==> config.mk <==
export PLATFORM = sky130hd
export DESIGN_NAME = sha256_job_dispatch_flat
export DESIGN_NICKNAME = d
export VERILOG_FILES = /design/src/rtl/sha256_job_dispatch_pkg.sv /design/src/rtl/sha256_job_dispatch_if.sv /design/src/rtl/sha256_job_dispatch_result_tx.sv /design/src/rtl/sha256_job_dispatch.sv /design/src/flat_wrapper.sv
export SDC_FILE = /design/constraint.sdc
export NUM_CORES = 2
export LEC_CHECK = 0
export ABC_AREA = 1
export BUFFER_PORTS_ARGS = -buffer_cell sky130_fd_sc_hd__clkbuf_2
export CORE_AREA = 5 5 558 560
export CTS_CLUSTER_SIZE = 14
export DETAILED_ROUTE_END_ITERATION = 16
export DIE_AREA = 0 0 563 565
export PLACE_DENSITY = 0.41
export SLEW_MARGIN = 20
export SYNTH_ARGS = -nofsm -noshare
export SYNTH_HDL_FRONTEND = slang
export SYNTH_SLANG_ARGS = --single-unit
==> constraint.sdc <==
create_clock -name clk -period 4.3 [get_ports clk]
set_input_delay 0.215 -clock clk [delete_from_list [all_inputs] [get_ports clk]]
set_output_delay 0.215 -clock clk [all_outputs]
set_load 0.05 [all_outputs]
==> src/rtl/sha256_job_dispatch_pkg.sv <==
// Shared types and constants for the double-SHA256 job dispatcher.
// SHA256_DISPATCH_STATS_EN adds a wait-cycle count word to every result frame.
package sha256_dispatch_pkg;

  typedef enum logic [1:0] {
    LOAD  = 2'd0,
    START = 2'd1,
    WAIT  = 2'd2,
    SEND  = 2'd3
  } state_t;

  localparam logic [7:0] STATUS_FOUND   = 8'h01;
  localparam logic [7:0] STATUS_TIMEOUT = 8'h02;
  localparam logic [7:0] STATUS_ABORT   = 8'h03;

  localparam int JOB_WORDS   = 34;
  localparam int FOUND_WORDS = 10;

`ifdef SHA256_DISPATCH_STATS_EN
  localparam int STATS_WORDS = 1;
`else
  localparam int STATS_WORDS = 0;
`endif

  // Number of result words emitted for a given exit status.
  function automatic int frame_words(input logic [7:0] status);
    return (status == STATUS_FOUND) ? FOUND_WORDS + STATS_WORDS : 1 + STATS_WORDS;
  endfunction

endpackage

==> src/rtl/sha256_job_dispatch_if.sv <==
// Host job/result streams and engine job/result bus of the dispatcher.
// slave = dispatcher side, master = host plus engine side.
interface sha256_job_dispatch_if;

  logic               s_valid;
  logic               s_ready;
  logic [31:0]        s_data;
  logic               abort;

  logic               m_start;
  logic [63:0][7:0]   m_data;
  logic [7:0][31:0]   m_state;
  logic [31:0]        m_nonce_base;
  logic [31:0][7:0]   m_target;
  logic [31:0]        m_position;
  logic               m_done;
  logic [31:0][7:0]   m_result;
  logic [31:0]        m_nonce;

  logic               r_valid;
  logic               r_ready;
  logic [31:0]        r_data;
  logic               busy;

  modport slave (
    input  s_valid, s_data, abort, m_done, m_result, m_nonce, r_ready,
    output s_ready, m_start, m_data, m_state, m_nonce_base, m_target, m_position,
           r_valid, r_data, busy
  );

  modport master (
    output s_valid, s_data, abort, m_done, m_result, m_nonce, r_ready,
    input  s_ready, m_start, m_data, m_state, m_nonce_base, m_target, m_position,
           r_valid, r_data, busy
  );

endinterface

==> src/rtl/sha256_job_dispatch_result_tx.sv <==
// Result frame serializer: snapshots status/id/nonce/hash on i_start and streams them out.
// SHA256_DISPATCH_STATS_EN inserts the wait-cycle count as word 1.
module sha256_result_tx
  import sha256_dispatch_pkg::*;
#(
  parameter int CNT_W = 32
) (
  input  logic              clk,
  input  logic              rst,
  input  logic              i_start,
  input  logic [7:0]        i_status,
  input  logic [23:0]       i_job_id,
  input  logic [31:0]       i_nonce,
  input  logic [255:0]      i_hash,
`ifdef SHA256_DISPATCH_STATS_EN
  input  logic [CNT_W-1:0]  i_cnt,
`endif
  input  logic              i_ready,
  output logic              o_valid,
  output logic [31:0]       o_data,
  output logic              o_done
);

  logic              r_valid;
  logic [31:0]       r_data;
  logic [3:0]        r_idx;
  logic [3:0]        r_last_idx;
  logic [31:0]       r_nonce;
  logic [255:0]      r_hash;
`ifdef SHA256_DISPATCH_STATS_EN
  logic [CNT_W-1:0]  r_cnt;
`endif

  logic [3:0]        w_next_idx;
  logic [3:0]        w_body_idx;
  logic [2:0]        w_hash_idx;
  logic [31:0]       w_next_word;

  // Body index 0 is the nonce, 1..8 are the hash words.
  assign w_next_idx = r_idx + 4'd1;
  assign w_body_idx = w_next_idx - 4'(STATS_WORDS + 1);
  assign w_hash_idx = 3'(w_body_idx - 4'd1);

  always_comb begin
    w_next_word = (w_body_idx == 4'd0) ? r_nonce : r_hash[{w_hash_idx, 5'b0} +: 32];
`ifdef SHA256_DISPATCH_STATS_EN
    if (w_next_idx == 4'd1) w_next_word = 32'(r_cnt);
`endif
  end

  always_ff @(posedge clk) begin
    if (rst) begin
      r_valid    <= 1'b0;
      r_data     <= '0;
      r_idx      <= '0;
      r_last_idx <= '0;
      r_nonce    <= '0;
      r_hash     <= '0;
`ifdef SHA256_DISPATCH_STATS_EN
      r_cnt      <= '0;
`endif
    end else if (i_start) begin
      r_valid    <= 1'b1;
      r_data     <= {i_status, i_job_id};
      r_idx      <= '0;
      r_last_idx <= 4'(frame_words(i_status) - 1);
      r_nonce    <= i_nonce;
      r_hash     <= i_hash;
`ifdef SHA256_DISPATCH_STATS_EN
      r_cnt      <= i_cnt;
`endif
    end else if (r_valid && i_ready) begin
      if (r_idx == r_last_idx) begin
        r_valid <= 1'b0;
      end else begin
        r_idx  <= w_next_idx;
        r_data <= w_next_word;
      end
    end
  end

  assign o_valid = r_valid;
  assign o_data  = r_data;
  assign o_done  = r_valid & i_ready & (r_idx == r_last_idx);

endmodule

==> src/rtl/sha256_job_dispatch.sv <==
// Job-side controller for the double-SHA256 engine: loads a 34-word job, starts the
// engine, watches done/abort/timeout and returns a result frame. Option: SHA256_DISPATCH_STATS_EN.
module sha256_job_dispatch
  import sha256_dispatch_pkg::*;
#(
  parameter int CNT_W = 32
) (
  input logic                  clk,
  input logic                  rst,
  sha256_job_dispatch_if.slave bus
);

  state_t            r_state;
  logic [5:0]        r_word_cnt;
  logic [23:0]       r_job_id;
  logic [CNT_W-1:0]  r_cnt;
  logic [31:0]       r_timeout;
  logic              r_s_ready;
  logic              r_m_start;
  logic              r_busy;
  logic [255:0]      r_m_state;
  logic [511:0]      r_m_data;
  logic [255:0]      r_m_target;
  logic [31:0]       r_m_nonce_base;

  logic              w_accept;
  logic              w_last_word;
  logic [3:0]        w_data_idx;
  logic [2:0]        w_tgt_idx;
  logic              w_done_ok;
  logic              w_timeout_hit;
  logic              w_exit;
  logic [7:0]        w_status;
  logic              w_tx_done;
  logic              w_r_valid;
  logic [31:0]       w_r_data;

  assign w_accept    = r_s_ready & bus.s_valid;
  assign w_last_word = (r_word_cnt == 6'(JOB_WORDS - 1));
  assign w_data_idx  = 4'(r_word_cnt - 6'd8);
  assign w_tgt_idx   = 3'(r_word_cnt - 6'd24);

  // The first WAIT cycle (cnt == 0) still shows the previous job's found flag.
  assign w_done_ok     = bus.m_done && (r_cnt != '0);
  assign w_timeout_hit = (r_timeout != 32'd0) && (r_cnt == r_timeout[CNT_W-1:0]);

  always_comb begin
    w_exit   = 1'b0;
    w_status = STATUS_FOUND;
    if (r_state == WAIT) begin
      if (w_done_ok) begin
        w_exit   = 1'b1;
        w_status = STATUS_FOUND;
      end else if (bus.abort) begin
        w_exit   = 1'b1;
        w_status = STATUS_ABORT;
      end else if (w_timeout_hit) begin
        w_exit   = 1'b1;
        w_status = STATUS_TIMEOUT;
      end
    end
  end

  always_ff @(posedge clk) begin
    if (rst) begin
      r_state        <= LOAD;
      r_word_cnt     <= '0;
      r_job_id       <= '0;
      r_cnt          <= '0;
      r_timeout      <= '0;
      r_s_ready      <= 1'b1;
      r_m_start      <= 1'b0;
      r_busy         <= 1'b0;
      r_m_state      <= '0;
      r_m_data       <= '0;
      r_m_target     <= '0;
      r_m_nonce_base <= '0;
    end else begin
      r_m_start <= 1'b0;
      case (r_state)
        LOAD: begin
          if (w_accept) begin
            if (r_word_cnt < 6'd8)
              r_m_state[{r_word_cnt[2:0], 5'b0} +: 32] <= bus.s_data;
            else if (r_word_cnt < 6'd24)
              r_m_data[{w_data_idx, 5'b0} +: 32] <= bus.s_data;
            else if (r_word_cnt < 6'd32)
              r_m_target[{w_tgt_idx, 5'b0} +: 32] <= bus.s_data;
            else if (r_word_cnt == 6'd32)
              r_m_nonce_base <= bus.s_data;
            else
              r_timeout <= bus.s_data;

            if (w_last_word) begin
              r_word_cnt <= '0;
              r_state    <= START;
              r_m_start  <= 1'b1;
              r_job_id   <= r_job_id + 24'd1;
              r_s_ready  <= 1'b0;
              r_busy     <= 1'b1;
            end else begin
              r_word_cnt <= r_word_cnt + 6'd1;
            end
          end
        end
        START: begin
          r_state <= WAIT;
          r_cnt   <= '0;
        end
        WAIT: begin
          // cnt freezes on exit so the stats word equals the compared count
          if (w_exit)
            r_state <= SEND;
          else if (r_cnt != '1)
            r_cnt <= r_cnt + CNT_W'(1);
        end
        SEND: begin
          if (w_tx_done) begin
            r_state   <= LOAD;
            r_s_ready <= 1'b1;
            r_busy    <= 1'b0;
          end
        end
        default: r_state <= LOAD;
      endcase
    end
  end

  sha256_result_tx #(
    .CNT_W (CNT_W)
  ) u_result_tx (
    .clk      (clk),
    .rst      (rst),
    .i_start  (w_exit),
    .i_status (w_status),
    .i_job_id (r_job_id),
    .i_nonce  (bus.m_nonce),
    .i_hash   (bus.m_result),
`ifdef SHA256_DISPATCH_STATS_EN
    .i_cnt    (r_cnt),
`endif
    .i_ready  (bus.r_ready),
    .o_valid  (w_r_valid),
    .o_data   (w_r_data),
    .o_done   (w_tx_done)
  );

  assign bus.s_ready      = r_s_ready;
  assign bus.busy         = r_busy;
  assign bus.m_start      = r_m_start;
  assign bus.m_state      = r_m_state;
  assign bus.m_data       = r_m_data;
  assign bus.m_target     = r_m_target;
  assign bus.m_nonce_base = r_m_nonce_base;
  assign bus.m_position   = {8'd0, r_job_id};
  assign bus.r_valid      = w_r_valid;
  assign bus.r_data       = w_r_data;

endmodule

==> src/flat_wrapper.sv <==
// flat-port wrapper written by rule: the top's interface ports become plain ports
module sha256_job_dispatch_flat import sha256_dispatch_pkg::*;
#(
  parameter int CNT_W = 32
)
  (clk, rst, bus_s_valid, bus_s_data, bus_abort, bus_m_done, bus_m_result, bus_m_nonce, bus_r_ready, bus_s_ready, bus_m_start, bus_m_data, bus_m_state, bus_m_nonce_base, bus_m_target, bus_m_position, bus_r_valid, bus_r_data, bus_busy);
  sha256_job_dispatch_if bus_i ();
  input logic clk;
  input logic rst;
  input wire logic [$bits(bus_i.s_valid)-1:0] bus_s_valid;
  input wire logic [$bits(bus_i.s_data)-1:0] bus_s_data;
  input wire logic [$bits(bus_i.abort)-1:0] bus_abort;
  input wire logic [$bits(bus_i.m_done)-1:0] bus_m_done;
  input wire logic [$bits(bus_i.m_result)-1:0] bus_m_result;
  input wire logic [$bits(bus_i.m_nonce)-1:0] bus_m_nonce;
  input wire logic [$bits(bus_i.r_ready)-1:0] bus_r_ready;
  output wire logic [$bits(bus_i.s_ready)-1:0] bus_s_ready;
  output wire logic [$bits(bus_i.m_start)-1:0] bus_m_start;
  output wire logic [$bits(bus_i.m_data)-1:0] bus_m_data;
  output wire logic [$bits(bus_i.m_state)-1:0] bus_m_state;
  output wire logic [$bits(bus_i.m_nonce_base)-1:0] bus_m_nonce_base;
  output wire logic [$bits(bus_i.m_target)-1:0] bus_m_target;
  output wire logic [$bits(bus_i.m_position)-1:0] bus_m_position;
  output wire logic [$bits(bus_i.r_valid)-1:0] bus_r_valid;
  output wire logic [$bits(bus_i.r_data)-1:0] bus_r_data;
  output wire logic [$bits(bus_i.busy)-1:0] bus_busy;
  assign bus_i.s_valid = bus_s_valid;
  assign bus_i.s_data = bus_s_data;
  assign bus_i.abort = bus_abort;
  assign bus_i.m_done = bus_m_done;
  assign bus_i.m_result = bus_m_result;
  assign bus_i.m_nonce = bus_m_nonce;
  assign bus_i.r_ready = bus_r_ready;
  assign bus_s_ready = bus_i.s_ready;
  assign bus_m_start = bus_i.m_start;
  assign bus_m_data = bus_i.m_data;
  assign bus_m_state = bus_i.m_state;
  assign bus_m_nonce_base = bus_i.m_nonce_base;
  assign bus_m_target = bus_i.m_target;
  assign bus_m_position = bus_i.m_position;
  assign bus_r_valid = bus_i.r_valid;
  assign bus_r_data = bus_i.r_data;
  assign bus_busy = bus_i.busy;
  sha256_job_dispatch #(.CNT_W(CNT_W)) u_core (.clk(clk), .rst(rst), .bus(bus_i));
endmodule
==> flow_summary_export.csv <==
group,metric,value,unit
status,run_status,"complete, no violations",
synthesis,netlist_top_cells_area,"dfxtp_1 (53%), o21ai_0 (11%), a21oi_1 (11%)",
worst_setup_path,reg2reg_depth,11,
global_route,antenna_found_initial,20,
synthesis,yosysWarnings,0,
worst_setup_path,cpMaxStageDelayCell,"inv_2",
layout,syn_to_final_growth,37.2,%
min_path,worstHoldStart,"bus_s_data[10]",
min_path,min_path_cells,4,
timing,period_minus_slack,3630,ps
power_and_ir_drop,p_per_area,483,nW/um^2
clock_network,worstSkewPairLatency,860,ps
timing,relSlewSlack,0.197,
timing,rsz0062_at_grt,"no",
timing,max_freq,0.275,GHz
clock_network,htree_levels,4,
layout,drive_gt1_frac,0.222,
synthesis,yosysTopAreaCell,"dfxtp_1",
global_route,first_global_vias,56700,
global_route,grt_use_met3,0.0490,
worst_setup_path,cp-end-kind,"flop",
layout,fill_cells,33600,
timing,fin_skew,66.5,ps
worst_setup_path,path_max_fanout,49,
global_route,grt_pass1_wl,465000,microns
clock_network,cts_setup_buffers,0,
floorplan,num_rows,203,
layout,final_cell_mix,"dfxtp_1 (1479), clkbuf_2 (1436), o21ai_0 (1227), a21oi_1 (1196), nor2_1 (1104)",
power_and_ir_drop,ir_worst_vdd,0.000313,V
place,portBuffers,1441,
clock_network,cts_root_buffer,"clkbuf_16",
route,drc,0,
timing,tightest_slew,1200,ps
synthesis,synth_cells,7319,
route,route.vias.total,58200,
global_route,use_met2,0.359,
floorplan,die_w,563,microns
global_route,busiest_layer,"met2",
synthesis,ys_seq_area_frac,0.526,
worst_setup_path,path_depth,11,
global_route,grt_use_total,0.204,
global_route,grt_overflow,0,
synthesis,ys_types,42,
worst_setup_path,crit_chain,"inv_1 -> ha_1 -> ha_2 -> inv_2 -> nor2_1 -> inv_1 -> nor2_1 -> nand2_1 -> inv_2 -> o21ai_0 -> a21oi_1",
floorplan,core,305000,sq um
worst_setup_path,cp.required,5090,ps
timing,hold_viol,0,
route,dr.pass1.iters,6,
synthesis,yosys_register_bits,1481,
floorplan,pin_count,1450,
clock_network,clock_sinks,1481,
power_and_ir_drop,leakage,31.8,nW
layout,fin_nets,9144,
global_route,globalRouteMet1Util,0.236,
floorplan,fp.dieH,565,microns
timing,slew_viol_final,0,
route,totalWireLength,344000,microns
worst_setup_path,cp-startpoint,"u_core.r_word_cnt[1]",
global_route,grt_max_degree,168,
worst_setup_path,cp_slowest_stage_delay,850,ps
route,drt_iter0_drc,4688,
synthesis,netlist.area_leader.share,0.526,
synthesis,syn_area_per_cell,7.71,sq um
min_path,hp-class,"in -> reg",
route,wire_per_inst,26.3,microns
layout,regArea,29700,sq um
clock_network,cts_inserted_buffers,185,
synthesis,netlist_area,56400,sq um
worst_setup_path,path_buf_inv,4,
clock_network,cts_tree,"done",
place,gp_congestion,0.888,
worst_setup_path,crit_type,"reg -> reg",
timing,fin_tns_setup,0,ps
place,dp_hpwl,249000,microns
worst_setup_path,cp_data_arrival_time,4420,ps
run,drv_cap,0,
timing,setup_viol,0,
clock_network,path_clk_slew,60,ps
route,ant_nets,0,
worst_setup_path,timing.rr.start,"u_core.r_word_cnt[1]",
route,viasPerCell,4.46,
timing,fin_crit_sh,0.844,
worst_setup_path,path_delay_family,"buffers and inverters",
place,dp.cells,12400,
layout,fin_cells,13100,
layout,multi_input_comb_area,22700,sq um
clock_network,clockBufferDepth,4,
worst_setup_path,startpoint_type,"flop",
floorplan,die_area,318000,sq um
layout,mostFrequentLayoutCell,"dfxtp_1",
floorplan,initial_utilization,0.185,
final timing paths:
check	slack [ps]	endpoint
setup / recovery	670	u_core.bus.m_data[132]
setup reg to reg	670	u_core.bus.m_data[132]
hold / removal	40	u_core.bus.m_data[330]
hold reg to reg	450	u_core.u_result_tx.r_hash[65]
state kept, by name, indices dropped and copies added (netlist names), 32 cells and up:
| register | flops |
|---|---|
| u_core.bus.m_data | 512 |
| u_core.bus.m_nonce_base | 32 |
| u_core.bus.m_state | 256 |
| u_core.bus.m_target | 256 |
| u_core.r_cnt | 32 |
| u_core.r_timeout | 32 |
| u_core.u_result_tx.o_data | 32 |
| u_core.u_result_tx.r_hash | 256 |
| u_core.u_result_tx.r_nonce | 32 |
metrics by stage:
step,utilization,hold slack [ps],cell area (sq um),worst slack (ps),total power [W]
final,0.253,40.3,77400,670,0.0374
after global routing,0.253,59.0,77400,266,0.0388
after CTS,0.253,2.96,77400,466,0.0378
after detailed placement,0.222,433,67800,528,0.0212
after global placement,0.222,429,67800,636,0.0211
after floorplan,-,380,56400,1530,0.0185
report_power, final:
part           internal [W]  switching, W
clock network       0.00953       0.00676
registers            0.0146      0.000439
logic               0.00145       0.00462
total                0.0256        0.0118
what timing repair did:
| action | in CTS | in global routing |
|---|---|---|
| hold endpoints to repair | 471 | 0 |
| gates resized for setup | 0 | 0 |
| setup endpoints to repair | 0 | 0 |
| hold buffers | 327 | 0 |
synth_stat cells (all sizes together):
cell / instances
dfxtp: 1481
o21ai: 1235
a21oi: 1196
nor2: 1127
nand2: 559
clkbuf: 456
inv: 412
nand3: 303
buf: 185
nor3: 134
a211oi: 81
xnor2: 30
nand4: 22
clkinv: 20
xor2: 18
ha: 15
nor4: 14
o211ai: 12
a32oi: 6
a31oi: 2
and2: 2
nor3b: 2
a21boi: 1
a22o: 1
conb: 1
nand3b: 1
o21a: 1
o21bai: 1
o31ai: 1
layer usage:
metal	up-vias	part of all wire	wire, microns
li1	27400	-	-
met1	28000	0.39	133000
met2	2298	0.49	169000
met3	465	0.073	25200
met4	2	0.047	16300
met5	-	0.000052	18
layout make-up:
type,count,share of cell area
Antenna cell,7,0.000226
Timing Repair Buffer,1931,0.155
Inverter,432,0.0211
Clock inverter,65,0.0112
Sequential cell,1481,0.383
Clock buffer,270,0.0697
Multi-Input combinational cell,4772,0.293
Tap cell,4100,0.0663
logic make-up after synthesis:
| logic type | Yosys count | synth area share |
|---|---|---|
| AO/OA/AOI/OAI | 2537 | 0.230 |
| XOR/XNOR | 48 | 0.00745 |
| adder cells (fa/ha/maj) | 15 | 0.00333 |
| buffers and inverters | 1073 | 0.0751 |
| flip-flops | 1481 | 0.526 |
| other | 1 | 0.0000665 |
| AND/OR/NAND/NOR | 2164 | 0.158 |
worst register-to-register path, delay by kind of cell, from the launching register on:
family	cells	cell delay (ps)
adders and majority gates	2	850
AOI/OAI and AO/OA	2	360
buffers and inverters	4	1220
and+or+nand+nor	3	740
DFF	1	410
No activity file was read; power rests on OpenSTA's default activity.
